$ cat config.mk
export PLATFORM = sky130hd
export DESIGN_NAME = vram_arbiter
export DESIGN_NICKNAME = d
export VERILOG_FILES = /design/src/rtl/vram_arbiter.sv
export SDC_FILE = /design/constraint.sdc
export NUM_CORES = 1
export LEC_CHECK = 0
export BUFFER_PORTS_ARGS = -buffer_cell sky130_fd_sc_hd__buf_2
export CAP_MARGIN = 20
export CORE_AREA = 5 5 71 73
export DETAILED_ROUTE_END_ITERATION = 7
export DIE_AREA = 0 0 76 78
export GPL_ROUTABILITY_DRIVEN = 0
export PLACE_DENSITY = 0.89
export SYNTH_ARGS = -nofsm -noshare
export SYNTH_HDL_FRONTEND = slang
export SYNTH_SLANG_ARGS = --single-unit
export TNS_END_PERCENT = 10
$ cat constraint.sdc
create_clock -name clk -period 2.8 [get_ports clk]
set_input_delay 0.14 -clock clk [delete_from_list [all_inputs] [get_ports clk]]
set_output_delay 0.14 -clock clk [all_outputs]
set_load 0.01 [all_outputs]
$ cat src/rtl/vram_arbiter.sv
// vram_arbiter: shares the single-port VRAM between video scanout fetch and the
// host/CPU port. Video has priority; the CPU is forced through after STARVE_MAX
// consecutive video grants. Owns the registered RAM address/write drive and
// routes read data back to the requester through a tag pipeline.
module vram_arbiter #(
   parameter int ADDR_W     = 15,
   parameter int DATA_W     = 8,
   parameter int RD_LAT     = 1,
   parameter int STARVE_MAX = 4
) (
   input  logic              clk,
   input  logic              reset,
   input  logic              vid_req,
   input  logic [ADDR_W-1:0] vid_addr,
   output logic              vid_ack,
   output logic              vid_rvalid,
   output logic [DATA_W-1:0] vid_rdata,
   input  logic              cpu_req,
   input  logic              cpu_we,
   input  logic [ADDR_W-1:0] cpu_addr,
   input  logic [DATA_W-1:0] cpu_wdata,
   output logic              cpu_ack,
   output logic              cpu_rvalid,
   output logic [DATA_W-1:0] cpu_rdata,
   output logic [ADDR_W-1:0] ram_addr,
   output logic              ram_we,
   output logic [DATA_W-1:0] ram_wdata,
   input  logic [DATA_W-1:0] ram_rdata
);

   // Starve limit narrowed to the counter width (STARVE_MAX is 1..15).
   localparam logic [3:0] STARVE_LIM = 4'(STARVE_MAX);

   // Tag layout {owner, is_read}; owner 0 = video, 1 = CPU.
   localparam logic [1:0] TAG_IDLE   = 2'b00;
   localparam logic [1:0] TAG_VID_RD = 2'b01;
   localparam logic [1:0] TAG_CPU_WR = 2'b10;
   localparam logic [1:0] TAG_CPU_RD = 2'b11;

   logic [3:0]              starve_r;
   logic                    force_s;
   logic                    vid_grant_s;
   logic                    cpu_grant_s;
   logic [1:0]              new_tag_s;
   logic [1:0]              tail_tag_s;
   logic [RD_LAT:0][1:0]    tag_pipe_r;
   logic [ADDR_W-1:0]       ram_addr_r;
   logic                    ram_we_r;
   logic [DATA_W-1:0]       ram_wdata_r;
   logic                    vid_rvalid_r;
   logic [DATA_W-1:0]       vid_rdata_r;
   logic                    cpu_rvalid_r;
   logic [DATA_W-1:0]       cpu_rdata_r;

   // Grant decision: video first unless the CPU has waited out its starve budget.
   always_comb begin
      force_s     = cpu_req && (starve_r == STARVE_LIM);
      vid_grant_s = vid_req && !force_s && !reset;
      cpu_grant_s = cpu_req && !vid_grant_s && !reset;
   end

   // Tag for the access issued this cycle; idle cycles carry a non-read tag.
   always_comb begin
      new_tag_s = TAG_IDLE;
      if (vid_grant_s) begin
         new_tag_s = TAG_VID_RD;
      end else if (cpu_grant_s) begin
         new_tag_s = cpu_we ? TAG_CPU_WR : TAG_CPU_RD;
      end else begin
         new_tag_s = TAG_IDLE;
      end
   end

   assign tail_tag_s = tag_pipe_r[RD_LAT];

   // Starve counter: counts video wins while the CPU waits, saturating at the limit.
   always_ff @(posedge clk) begin
      if (reset) begin
         starve_r <= 4'd0;
      end else if (!cpu_req || cpu_grant_s) begin
         starve_r <= 4'd0;
      end else if (vid_grant_s && (starve_r != STARVE_LIM)) begin
         starve_r <= starve_r + 4'd1;
      end else begin
         starve_r <= starve_r;
      end
   end

   // RAM command register: load the granted request; idle cycles only drop write-enable.
   always_ff @(posedge clk) begin
      if (reset) begin
         ram_addr_r  <= {ADDR_W{1'b0}};
         ram_we_r    <= 1'b0;
         ram_wdata_r <= {DATA_W{1'b0}};
      end else if (vid_grant_s) begin
         ram_addr_r  <= vid_addr;
         ram_we_r    <= 1'b0;
      end else if (cpu_grant_s) begin
         ram_addr_r  <= cpu_addr;
         ram_we_r    <= cpu_we;
         ram_wdata_r <= cpu_wdata;
      end else begin
         ram_we_r    <= 1'b0;
      end
   end

   // Tag pipe: RD_LAT+1 stages so the tail lines up with valid ram_rdata.
   always_ff @(posedge clk) begin
      if (reset) begin
         tag_pipe_r <= '{default: TAG_IDLE};
      end else begin
         tag_pipe_r <= {tag_pipe_r[RD_LAT-1:0], new_tag_s};
      end
   end

   // Read return: capture data for the tail tag's owner and pulse its rvalid.
   always_ff @(posedge clk) begin
      if (reset) begin
         vid_rvalid_r <= 1'b0;
         vid_rdata_r  <= {DATA_W{1'b0}};
         cpu_rvalid_r <= 1'b0;
         cpu_rdata_r  <= {DATA_W{1'b0}};
      end else begin
         vid_rvalid_r <= 1'b0;
         cpu_rvalid_r <= 1'b0;
         case (tail_tag_s)
            TAG_VID_RD: begin
               vid_rdata_r  <= ram_rdata;
               vid_rvalid_r <= 1'b1;
            end
            TAG_CPU_RD: begin
               cpu_rdata_r  <= ram_rdata;
               cpu_rvalid_r <= 1'b1;
            end
            default: begin
               vid_rdata_r <= vid_rdata_r;
               cpu_rdata_r <= cpu_rdata_r;
            end
         endcase
      end
   end

   assign vid_ack    = vid_grant_s;
   assign cpu_ack    = cpu_grant_s;
   assign ram_addr   = ram_addr_r;
   assign ram_we     = ram_we_r;
   assign ram_wdata  = ram_wdata_r;
   assign vid_rvalid = vid_rvalid_r;
   assign vid_rdata  = vid_rdata_r;
   assign cpu_rvalid = cpu_rvalid_r;
   assign cpu_rdata  = cpu_rdata_r;

endmodule
==> results.sh <==
export IMPL_cts_buffers=5
export IMPL_critPathSlowestCell="and4b_1"
export IMPL_final_hold_viol_count=0
export IMPL_clkSinkCount=50
export IMPL_core_area_um2=4290
export IMPL_dp_hpwl_um=3810
export IMPL_synthAdderAreaFrac_pct=1.23
export IMPL_p_sw_share_pct=26.8
export IMPL_min_period_over_period_pct=67.9
export IMPL_synth_xor_area_share_pct=0.863
export IMPL_synth_edf_count=0
export IMPL_critical_path_arrival_ns=1.76
export IMPL_die_y_um=78
export IMPL_internal_power_mw=1.01
export IMPL_synth_compound_area_share_pct=21.5
export IMPL_ys_ff_latch=50
export IMPL_vias=1916
export IMPL_slew_violations=0
export IMPL_required_ns=2.66
export IMPL_p_comb_share_pct=13.4
export IMPL_layout_setup_ws_ns=0.900
export IMPL_ys_types=29
export IMPL_synth_seq_area_share_pct=49.3
export IMPL_post_route_util_pct=60.1
export IMPL_clockPowerShare_pct=31.4
export IMPL_worst_ir_drop_vdd_mv=0.338
export IMPL_initial_core_util_pct=47.3
export IMPL_syn_to_final_growth_pct=27.0
export IMPL_track_usage_pct=16.6
export IMPL_dr_pass1_iters=4
export IMPL_cp_start_kind="flip-flop"
export IMPL_drc_errors=0
export IMPL_finalClockSkew_ns=0.00379
export IMPL_synth_fp_nets=278
export IMPL_wl_um=5130
export IMPL_wl_per_cell_um=14.2
export IMPL_fmax_mhz=526
export IMPL_drt_first_iter_violations=94
export IMPL_slew_headroom_pct=38.6
export IMPL_n_antenna_cell=0
export IMPL_synth_top_family_by_area="compound AO/OA/AOI/OAI gates"
export IMPL_synthSimpleGateAreaFrac_pct=17.7
export IMPL_ant_nets=0
export IMPL_cts_buffer_depth=2
export IMPL_ys_top_cells_by_area="dfxtp_1 49%, a311oi_1 6.5%, a211oi_1 5.5%, nand2_1 4.6%, mux2_2 4.4%"
export IMPL_final_min_clock_period_ns=1.90
export IMPL_hold_buffers=0
export IMPL_hold_path_class="in -> reg"
export IMPL_synth_cells=225
export IMPL_yosysTopAreaCell="dfxtp_1"
export IMPL_setup_violations=0
export IMPL_port_buffers=94
export IMPL_synth_top_area_share_pct=49.3
export IMPL_async_flop_share_pct=0
export IMPL_yosys_warnings=0
export IMPL_cts_setup_buffers=0
export IMPL_cts_repair_resized=0
export IMPL_cts_root_buf="clkbuf_8"
export IMPL_critical_path_class="reg -> out"
export IMPL_final_common_cell="buf_2"
export IMPL_cp_max_fo=17
export IMPL_path_cells="inv_1 > ha_1 > and4b_1 > nor2_1 > buf_2"
export IMPL_via_per_inst=5.31
export IMPL_drive_gt1_share_pct=36.9
export IMPL_crit_path_end_kind="output port"
export IMPL_layout_common_cells="94 x buf_2, 50 x dfxtp_1, 25 x nand2_1, 23 x nor2_1, 17 x a21oi_1"
export IMPL_grt_pass1_vias=1860
export IMPL_critPathMaxStageDelay_ns=0.57
export IMPL_insertion_delay_ns=0.31
export IMPL_grt_pass1_wl_um=8310
export IMPL_rsz0062_at_grt="no"
export IMPL_p_seq_share_pct=55.2
export IMPL_p_per_area_nw_per_um2=535
export IMPL_overflow=0
export IMPL_nets=361
export IMPL_p_sw_mw=0.370
export IMPL_syn_area_um2=2030
export IMPL_whs_ns=0.0246
export IMPL_rows=24
export IMPL_setup_tns_final_ns=0
export IMPL_grt_max_degree=38
export IMPL_chipWidth_um=76
export IMPL_cts_tree="built"
export IMPL_worst_pin_slew_ns=0.918
export IMPL_clk_pin_slew_ns=0.09
export IMPL_place_ws_ns=1.12
export IMPL_status="finished, final reports clean"
export IMPL_die_area_um2=5930
export IMPL_antenna_found_initial=1
export IMPL_h_tree_depth=2
export IMPL_synth_ff_type="dfxtp_1"
export IMPL_syn_area_per_cell_um2=9.03
export IMPL_cap_viol_max_count=0
export IMPL_synth_mux_area_share_pct=4.44
export IMPL_p_leak_nw=1.14
export IMPL_ios=95
## layout make-up
cell class              instances  area, um2
flip-flops and latches         50       1000
well taps                      52       65.1
inverters                       3       11.3
repair buffers                 95        478
fillers                       379       1720
multi-input cells             153        930
clock inverters                 3       25.0
clock buffers                   5       68.8
## path summary, 6_finish.rpt
check / endpoint / slack [ns] / depth (start not counted) / from
setup / recovery: vid_ack / 0.90 / 5 / starve_r[0]$_SDFFE_PP0P_
hold reg to reg: tail_tag_s[0]$_SDFF_PP0_ / 0.44 / 1 / tag_pipe_r[0]$_SDFF_PP0_
hold / removal: tag_pipe_r[0]$_SDFF_PP0_ / 0.02 / 2 / cpu_we
setup reg to reg: ram_addr[1]$_SDFFE_PP0P_ / 1.10 / 5 / starve_r[0]$_SDFFE_PP0P_
## state kept, by name, summed over array words and instances (netlist names)
signal / cells
ram_we: 1
cpu_rdata: 8
tail_tag_s: 2
ram_wdata: 8
tag_pipe_r: 2
cpu_rvalid: 1
starve_r: 4
vid_rvalid: 1
ram_addr: 15
vid_rdata: 8
## cells in the mapped netlist, types with 2 or more instances
| cell | n |
|---|---|
| dfxtp_1 | 50 |
| nand2_1 | 25 |
| nor2_1 | 23 |
| a21oi_1 | 17 |
| a211oi_1 | 15 |
| a311oi_1 | 15 |
| nor2b_1 | 11 |
| nand3_1 | 9 |
| mux2_2 | 8 |
| o21ai_1 | 8 |
| buf_2 | 7 |
| o21ai_0 | 7 |
| clkbuf_1 | 5 |
| buf_1 | 4 |
| inv_1 | 3 |
| nand2b_1 | 3 |
| buf_4 | 2 |
| ha_1 | 2 |
## critical path, delay by kind of cell (launching register included)
| family | cells | cell delay (ns) |
|---|---|---|
| fa+ha+maj | 1 | 0.20 |
| buf+inv | 2 | 0.22 |
| flops | 1 | 0.35 |
| simple gates | 2 | 0.68 |
## per-layer routing
layer | vias to the layer above | wire length (um) | track usage (%)
met5 | - | 7 | 0
met2 | 77 | 2290 | 27.3
met3 | 7 | 576 | 8.33
li1 | 962 | - | -
met4 | 2 | 42 | 4.09
met1 | 868 | 2210 | 19.3
## through the flow
stage,std cells,cell area (um2),total power [mW]
floorplan,225,2030,0.883
global placement,353,2480,0.961
detailed placement,353,2480,0.965
CTS,361,2580,1.40
global route,361,2580,1.45
finish,361,2580,1.38
## power groups by stage
| stage | registers, mW | logic (mW) | clock network, mW |
|---|---|---|---|
| after CTS | 0.763 | 0.186 | 0.448 |
| after global routing | 0.767 | 0.205 | 0.474 |
| after detailed placement | 0.779 | 0.186 | 0 |
| final | 0.763 | 0.185 | 0.433 |
| after global placement | 0.779 | 0.183 | 0 |
| after floorplan | 0.791 | 0.0917 | 0 |
## logic make-up (layout without fill, tap and decap cells)
kind of cell    count (synthesis)  count (layout)
buf+inv                        22             106
xor+xnor                        2               2
mux                             8               8
simple gates                   76              76
compound gates                 65              65
flops                          50              50
fa+ha+maj                       2               2
Power figures use the tool's default switching activity.
